File: config.mk
export PLATFORM = sky130hd
export DESIGN_NAME = div_iter
export DESIGN_NICKNAME = d
export VERILOG_FILES = /design/src/rtl/div_iter.sv
export SDC_FILE = /design/constraint.sdc
export NUM_CORES = 1
export LEC_CHECK = 0
export CAP_MARGIN = 20
export CORE_ASPECT_RATIO = 0.8
export CORE_UTILIZATION = 45
export DETAILED_ROUTE_END_ITERATION = 10
export GPL_TIMING_DRIVEN = 0
export PLACE_DENSITY = 0.77
export SLEW_MARGIN = 30
export SYNTH_ARGS = -nofsm -noshare
export SYNTH_HDL_FRONTEND = slang
export SYNTH_SLANG_ARGS = --single-unit
File: constraint.sdc
create_clock -name clk -period 13.74 [get_ports clk]
set_clock_uncertainty 0.15 [all_clocks]
set_input_delay 1.374 -clock clk [delete_from_list [all_inputs] [get_ports clk]]
set_output_delay 1.374 -clock clk [all_outputs]
set_load 0.05 [all_outputs]
File: src/rtl/div_iter.sv
// Multi-cycle radix-2 restoring divider (signed/unsigned) answering the EX-stage
// divide handshake: one quotient bit per clock, result held while start_i stays high.
module div_iter #(
    parameter int DATA_W = 32
) (
    input  logic                  clk,
    input  logic                  rst,
    input  logic                  signed_div_i,
    input  logic [DATA_W-1:0]     opdata1_i,
    input  logic [DATA_W-1:0]     opdata2_i,
    input  logic                  start_i,
    input  logic                  annul_i,
    output logic [2*DATA_W-1:0]   result_o,
    output logic                  ready_o
);

    localparam int CNT_W = $clog2(DATA_W);
    localparam logic [CNT_W-1:0] CNT_LAST = CNT_W'(DATA_W - 1);
    localparam logic [CNT_W-1:0] CNT_ONE  = CNT_W'(1);

    typedef enum logic [1:0] {
        S_IDLE,
        S_DIVZERO,
        S_ON,
        S_END
    } state_t;

    state_t               state_q, state_d;
    logic [CNT_W-1:0]     cnt_q, cnt_d;
    logic [DATA_W-1:0]    quo_q, quo_d;
    logic [DATA_W-1:0]    div_q, div_d;
    logic [DATA_W-1:0]    rem_q, rem_d;
    logic                 sign1_q, sign1_d;
    logic                 sign2_q, sign2_d;
    logic                 sdiv_q, sdiv_d;
    logic [2*DATA_W-1:0]  result_q, result_d;
    logic                 ready_q, ready_d;

    logic [DATA_W-1:0]    a_abs, b_abs;
    logic [DATA_W:0]      rem_sh, rem_sub;
    logic                 q_bit;
    logic [DATA_W-1:0]    rem_nx, quo_nx, quo_fix, rem_fix;

    // |x| of the most negative value wraps to itself, read as unsigned 2^(DATA_W-1).
    assign a_abs = (signed_div_i && opdata1_i[DATA_W-1]) ? -opdata1_i : opdata1_i;
    assign b_abs = (signed_div_i && opdata2_i[DATA_W-1]) ? -opdata2_i : opdata2_i;

    // Partial remainder needs one extra bit after the shift; no borrow means rem >= divisor.
    assign rem_sh  = {rem_q, quo_q[DATA_W-1]};
    assign rem_sub = rem_sh - {1'b0, div_q};
    assign q_bit   = ~rem_sub[DATA_W];
    assign rem_nx  = q_bit ? rem_sub[DATA_W-1:0] : rem_sh[DATA_W-1:0];
    assign quo_nx  = {quo_q[DATA_W-2:0], q_bit};

    assign quo_fix = (sdiv_q && (sign1_q ^ sign2_q)) ? -quo_nx : quo_nx;
    assign rem_fix = (sdiv_q && sign1_q) ? -rem_nx : rem_nx;

    always_comb begin
        state_d  = state_q;
        cnt_d    = cnt_q;
        quo_d    = quo_q;
        div_d    = div_q;
        rem_d    = rem_q;
        sign1_d  = sign1_q;
        sign2_d  = sign2_q;
        sdiv_d   = sdiv_q;
        result_d = result_q;
        ready_d  = ready_q;
        case (state_q)
            S_IDLE: begin
                if (start_i && !annul_i) begin
                    if (opdata2_i == '0) begin
                        state_d = S_DIVZERO;
                    end else begin
                        state_d = S_ON;
                        quo_d   = a_abs;
                        div_d   = b_abs;
                        rem_d   = '0;
                        cnt_d   = '0;
                        sign1_d = opdata1_i[DATA_W-1];
                        sign2_d = opdata2_i[DATA_W-1];
                        sdiv_d  = signed_div_i;
                    end
                end
            end
            S_DIVZERO: begin
                if (annul_i) begin
                    state_d = S_IDLE;
                end else begin
                    state_d  = S_END;
                    result_d = '0;
                    ready_d  = 1'b1;
                end
            end
            S_ON: begin
                if (annul_i) begin
                    state_d = S_IDLE;
                end else begin
                    quo_d = quo_nx;
                    rem_d = rem_nx;
                    cnt_d = cnt_q + CNT_ONE;
                    if (cnt_q == CNT_LAST) begin
                        state_d  = S_END;
                        result_d = {rem_fix, quo_fix};
                        ready_d  = 1'b1;
                    end
                end
            end
            S_END: begin
                if (!start_i || annul_i) begin
                    state_d  = S_IDLE;
                    result_d = '0;
                    ready_d  = 1'b0;
                end
            end
            default: state_d = S_IDLE;
        endcase
    end

    always_ff @(posedge clk or posedge rst) begin
        if (rst) begin
            state_q  <= S_IDLE;
            cnt_q    <= '0;
            quo_q    <= '0;
            div_q    <= '0;
            rem_q    <= '0;
            sign1_q  <= 1'b0;
            sign2_q  <= 1'b0;
            sdiv_q   <= 1'b0;
            result_q <= '0;
            ready_q  <= 1'b0;
        end else begin
            state_q  <= state_d;
            cnt_q    <= cnt_d;
            quo_q    <= quo_d;
            div_q    <= div_d;
            rem_q    <= rem_d;
            sign1_q  <= sign1_d;
            sign2_q  <= sign2_d;
            sdiv_q   <= sdiv_d;
            result_q <= result_d;
            ready_q  <= ready_d;
        end
    end

    assign result_o = result_q;
    assign ready_o  = ready_q;

endmodule

==> qor.log <==
qor: timing.period_needed 6.76 ns
qor: drt.avgRoutedWirePerCell 19.2 um
qor: drt.finalWirelength 38900 um
qor: clocking.cts-htree-levels 4
qor: worst_setup_path.highest_cell_delay_on_the_worst_timing_path 0.54 ns
qor: clocking.cts_resized 0
qor: logic_synthesis.synth.net_count 1616
qor: pwr.power_density 268 nW/um^2
qor: logic_synthesis.synth.distinct_cells 83
qor: placed_design.place_hpwl 30000 um
qor: logic_synthesis.yosys_most_used_dff sky130_fd_sc_hd__dfrtp_1
qor: logic_synthesis.synthArstFlopShare 1.00
qor: job.timing.max_cap.violations 0
qor: finish.ff_latch_area 4280 um^2
qor: drt.drt_first_pass_iters 5
qor: floorplan.design.die.area 27800 um^2
qor: placed_design.gpl.final_weighted_congestion 0.970
qor: finish.share_of_final_layout_standard_cells_stronger_than_drive_strength_1 0.0491
qor: logic_synthesis.synth_edf_count 0
qor: finish.nets 1770
qor: clocking.cts_tree built
qor: run_status.run_status finished, final reports clean
qor: logic_synthesis.synth_sequential_area_ratio 0.351
qor: clocking.clock_tree.buffer_depth 2
qor: worst_setup_path.reg2reg_to result_o[52]
qor: finish.layout.filler_cells 2390
qor: timing.drv_slew 0
qor: worst_setup_path.critPathTopFamily compound AO/OA/AOI/OAI gates
qor: hold_path.hold_path_depth 2
qor: hold_path.whs_endpoint result_o[17]
qor: worst_setup_path.timing.rr.start quo_q[31]
qor: clocking.post_cts_buffers 0
qor: drt.drc_errors 0
qor: floorplan.io_pins 134
qor: clocking.numCtsBuffers 17
qor: global_routing.first_pass_grt_wire_length 62100 um
qor: timing.rsz0062_at_grt false
qor: floorplan.die_h 149 um
qor: drt.routed_via_density 5.96
qor: clocking.cts_hold_buffers 0
qor: worst_setup_path.worstPathMaxFanout 10
qor: clocking.cts_root_buf sky130_fd_sc_hd__clkbuf_16
qor: timing.final-hold-violation-count 0
qor: floorplan.fp.coreArea 26500 um^2
qor: floorplan.floorplan.rows 53
qor: global_routing.grt_max_degree 74
qor: worst_setup_path.crit_required 13.89 ns
qor: pwr.maximum_resistive_drop_on_vdd 0.000163 V
qor: worst_setup_path.setup.worst_path.class reg2reg
qor: logic_synthesis.synth-warning-count 0
qor: drt.vias 12.1k
qor: logic_synthesis.synthCells 1504
qor: drt.antenna_violating_nets_post_route 0
qor: finish.multiInputGateArea 7340 um^2
qor: placed_design.count_of_port_buffers_added_during_placement 133
qor: worst_setup_path.reg2reg_slack 6.98 ns
qor: worst_setup_path.critPathLaunchType register
qor: logic_synthesis.number_of_synthesized_register_bits 171
qor: finish.finish.utilization 0.552
qor: clocking.insertion_delay 0.45 ns
qor: worst_setup_path.critical_path.cell_chain inv_1, ha_1, fa_1, nand2b_1, a21boi_1, o21ai_2, a2111oi_1, a211oi_2, inv_2, buf_6, buf_2, clkbuf_1, nor2_1, a21oi_1, ha_1, nand4_1, nor4_2, a31oi_2, o31ai_4, nand2_1, xor2_1, o21ai_0
qor: global_routing.antenna_found_initial 0
qor: drt.drt_first_iter_violations 1286
qor: hold_path.hp_class reg2reg
qor: worst_setup_path.critical-path-top-cell-by-count sky130_fd_sc_hd__ha_1
qor: worst_setup_path.worst-path-buf-inv 5
qor: finish.area_delta_synth_final 19.7%
qor: hold_path.hp-start result_o[17]
qor: pwr.leakagePower 0.00615 uW
qor: worst_setup_path.cp_data_arrival_time 6.91 ns
qor: timing.maxSlewHeadroom 0.378
qor: global_routing.grt.total_usage 0.290
qor: global_routing.globalRoute.totalOverflow 0
qor: timing.finalSetupViolations 0
qor: clocking.path_clk_slew 0.07 ns
qor: worst_setup_path.cpMaxStageDelayCell sky130_fd_sc_hd__clkbuf_1
qor: worst_setup_path.endpoint_kind register
qor: timing.timing.setup.tns 0 ns
qor: logic_synthesis.synth.avg_cell_area 8.11 um^2
qor: floorplan.floorplan.die.width 186 um
qor: logic_synthesis.syn-cell-area 12200 um^2
qor: timing.worst_pin_slew 0.927 ns
qor: floorplan.start_util 0.461
qor: timing.min_period_over_period 0.492
qor: worst_setup_path.worstRegToRegCells 22
qor: clocking.numClockSinks 171
qor: finish.antenna_cells 0
qor: timing.fmaxAchievable 148 MHz
qor: global_routing.grt_pass1_vias 11.5k
-- area by class of cell --
type                    count  share of cell area
inverters                  63              0.0167
well taps                 357              0.0306
clock buffers              18              0.0294
repair buffers            135              0.0950
clock inverters            14             0.00874
plain buffers              78              0.0234
multi-input cells        1192               0.503
flip-flops and latches    171               0.293
-- worst reg2reg max path, cell delays in order (launching register included) --
cell                        delay [ns]
sky130_fd_sc_hd__dfrtp_1          0.50
sky130_fd_sc_hd__inv_1            0.10
sky130_fd_sc_hd__ha_1             0.24
sky130_fd_sc_hd__fa_1             0.42
sky130_fd_sc_hd__nand2b_1         0.20
sky130_fd_sc_hd__a21boi_1         0.33
sky130_fd_sc_hd__o21ai_2          0.20
sky130_fd_sc_hd__a2111oi_1        0.47
sky130_fd_sc_hd__a211oi_2         0.21
sky130_fd_sc_hd__inv_2            0.16
sky130_fd_sc_hd__buf_6            0.18
sky130_fd_sc_hd__buf_2            0.32
sky130_fd_sc_hd__clkbuf_1         0.54
sky130_fd_sc_hd__nor2_1           0.09
sky130_fd_sc_hd__a21oi_1          0.26
sky130_fd_sc_hd__ha_1             0.36
sky130_fd_sc_hd__nand4_1          0.21
sky130_fd_sc_hd__nor4_2           0.44
sky130_fd_sc_hd__a31oi_2          0.31
sky130_fd_sc_hd__o31ai_4          0.39
sky130_fd_sc_hd__nand2_1          0.12
sky130_fd_sc_hd__xor2_1           0.31
sky130_fd_sc_hd__o21ai_0          0.12
-- cells in the final DEF, fill, tap and decap left out, drive strengths merged, types with 8 or more instances in the layout --
cell type / Yosys / final
or3: 23 / 23
clkdlybuf4s50: 0 / 133
o211ai: 10 / 10
a211oi: 8 / 8
nand3: 38 / 38
nor4: 17 / 17
o21ai: 149 / 149
a21oi: 134 / 134
mux2i: 18 / 18
nor3: 32 / 32
buf: 29 / 31
nor2: 134 / 134
a21o: 10 / 10
nand2: 214 / 214
o41ai: 12 / 12
a31oi: 10 / 10
o21a: 9 / 9
clkbuf: 49 / 67
a221o: 15 / 15
o31ai: 42 / 42
nand2b: 11 / 11
ha: 42 / 42
nor2b: 8 / 8
dfrtp: 171 / 171
inv: 63 / 72
and2: 18 / 18
xnor2: 68 / 68
xor2: 65 / 65
-- cell usage after synthesis (4+ instances only) --
cell	count	area share
sky130_fd_sc_hd__a211o_1	4	0.0029
sky130_fd_sc_hd__a211oi_1	7	0.0043
sky130_fd_sc_hd__a21o_1	10	0.0062
sky130_fd_sc_hd__a21oi_1	133	0.055
sky130_fd_sc_hd__a221o_1	15	0.012
sky130_fd_sc_hd__a22oi_1	7	0.0043
sky130_fd_sc_hd__a311oi_1	4	0.0029
sky130_fd_sc_hd__a31oi_1	9	0.0046
sky130_fd_sc_hd__a41oi_1	4	0.0029
sky130_fd_sc_hd__and2_1	18	0.0092
sky130_fd_sc_hd__and3_1	7	0.0036
sky130_fd_sc_hd__buf_1	8	0.0025
sky130_fd_sc_hd__buf_2	15	0.0062
sky130_fd_sc_hd__buf_4	4	0.0025
sky130_fd_sc_hd__clkbuf_1	49	0.015
sky130_fd_sc_hd__dfrtp_1	171	0.35
sky130_fd_sc_hd__ha_1	42	0.043
sky130_fd_sc_hd__inv_1	62	0.019
sky130_fd_sc_hd__mux2_2	7	0.0065
sky130_fd_sc_hd__mux2i_1	18	0.015
sky130_fd_sc_hd__nand2_1	214	0.066
sky130_fd_sc_hd__nand2b_1	11	0.0056
sky130_fd_sc_hd__nand3_1	38	0.016
sky130_fd_sc_hd__nand4_1	7	0.0036
sky130_fd_sc_hd__nor2_1	134	0.041
sky130_fd_sc_hd__nor2b_1	8	0.0041
sky130_fd_sc_hd__nor3_1	32	0.013
sky130_fd_sc_hd__nor4_1	15	0.0077
sky130_fd_sc_hd__o211a_1	4	0.0033
sky130_fd_sc_hd__o211ai_1	10	0.0062
sky130_fd_sc_hd__o21a_1	8	0.0049
sky130_fd_sc_hd__o21ai_0	138	0.057
sky130_fd_sc_hd__o21ai_1	9	0.0037
sky130_fd_sc_hd__o21bai_1	5	0.0031
sky130_fd_sc_hd__o22ai_1	4	0.0021
sky130_fd_sc_hd__o31ai_1	40	0.025
sky130_fd_sc_hd__o41ai_1	10	0.0072
sky130_fd_sc_hd__or3_1	22	0.011
sky130_fd_sc_hd__or4_1	4	0.0025
sky130_fd_sc_hd__xnor2_1	68	0.049
sky130_fd_sc_hd__xor2_1	65	0.047
-- per-layer routing --
metal	wire (um)	track usage	part of all wire	vias to the layer above
met5	0	0	0	-
met4	1020	0.0922	0.026	0
met3	3010	0.0593	0.077	73
met2	16500	0.425	0.42	500
met1	18400	0.423	0.47	5832
li1	-	-	-	5676
-- how the worst max path moves through the flow --
stage | startpoint | endpoint | cells after the start
final | quo_q[31] | result_o[52] | 22
after floorplan | rst | cnt_q[0] | 1
after CTS | quo_q[31] | result_o[52] | 22
after global placement | rst | rem_q[2] | 2
after detailed placement | quo_q[31] | result_o[52] | 22
after global routing | quo_q[31] | result_o[52] | 22
-- cells by family (layout without fill, tap and decap cells) --
logic type,count (synthesis),count (layout),synth area share
muxes,25,25,0.0212
buffers and inverters,141,308,0.0474
adders and majority gates,43,43,0.0447
DFF,171,171,0.351
AOI/OAI and AO/OA,463,463,0.244
and+or+nand+nor,528,528,0.196
xor gates and xnor gates,133,133,0.0955
-- sequential cells by signal, indices dropped and copies added (netlist names) --
signal / flops
result_o: 64
div_q: 32
quo_q: 32
rem_q: 32
cnt_q: 5
state_q: 2
ready_o: 1
sdiv_q: 1
sign1_q: 1
sign2_q: 1
-- power breakdown --
group	leakage (uW)	total, uW	switching (uW)	internal, uW
Combinational	0.00364	2570	1690	886
Clock	0.000273	477	237	240
Sequential	0.00223	862	177	685
Total	0.00615	3910	2100	1810
-- through the flow --
stage	hold slack [ns]	cells	power, uW	instance area, um^2	worst slack, ns
global route	0.359	2028	4200	14600	6.72
floorplan	0.295	1504	2630	12200	7.58
detailed placement	0.320	1996	3370	14000	7.33
global placement	0.312	1994	3320	14000	5.22
finish	0.333	2028	3910	14600	6.98
CTS	0.332	2028	3860	14600	7.27
No activity file was read; power rests on OpenSTA's default activity.
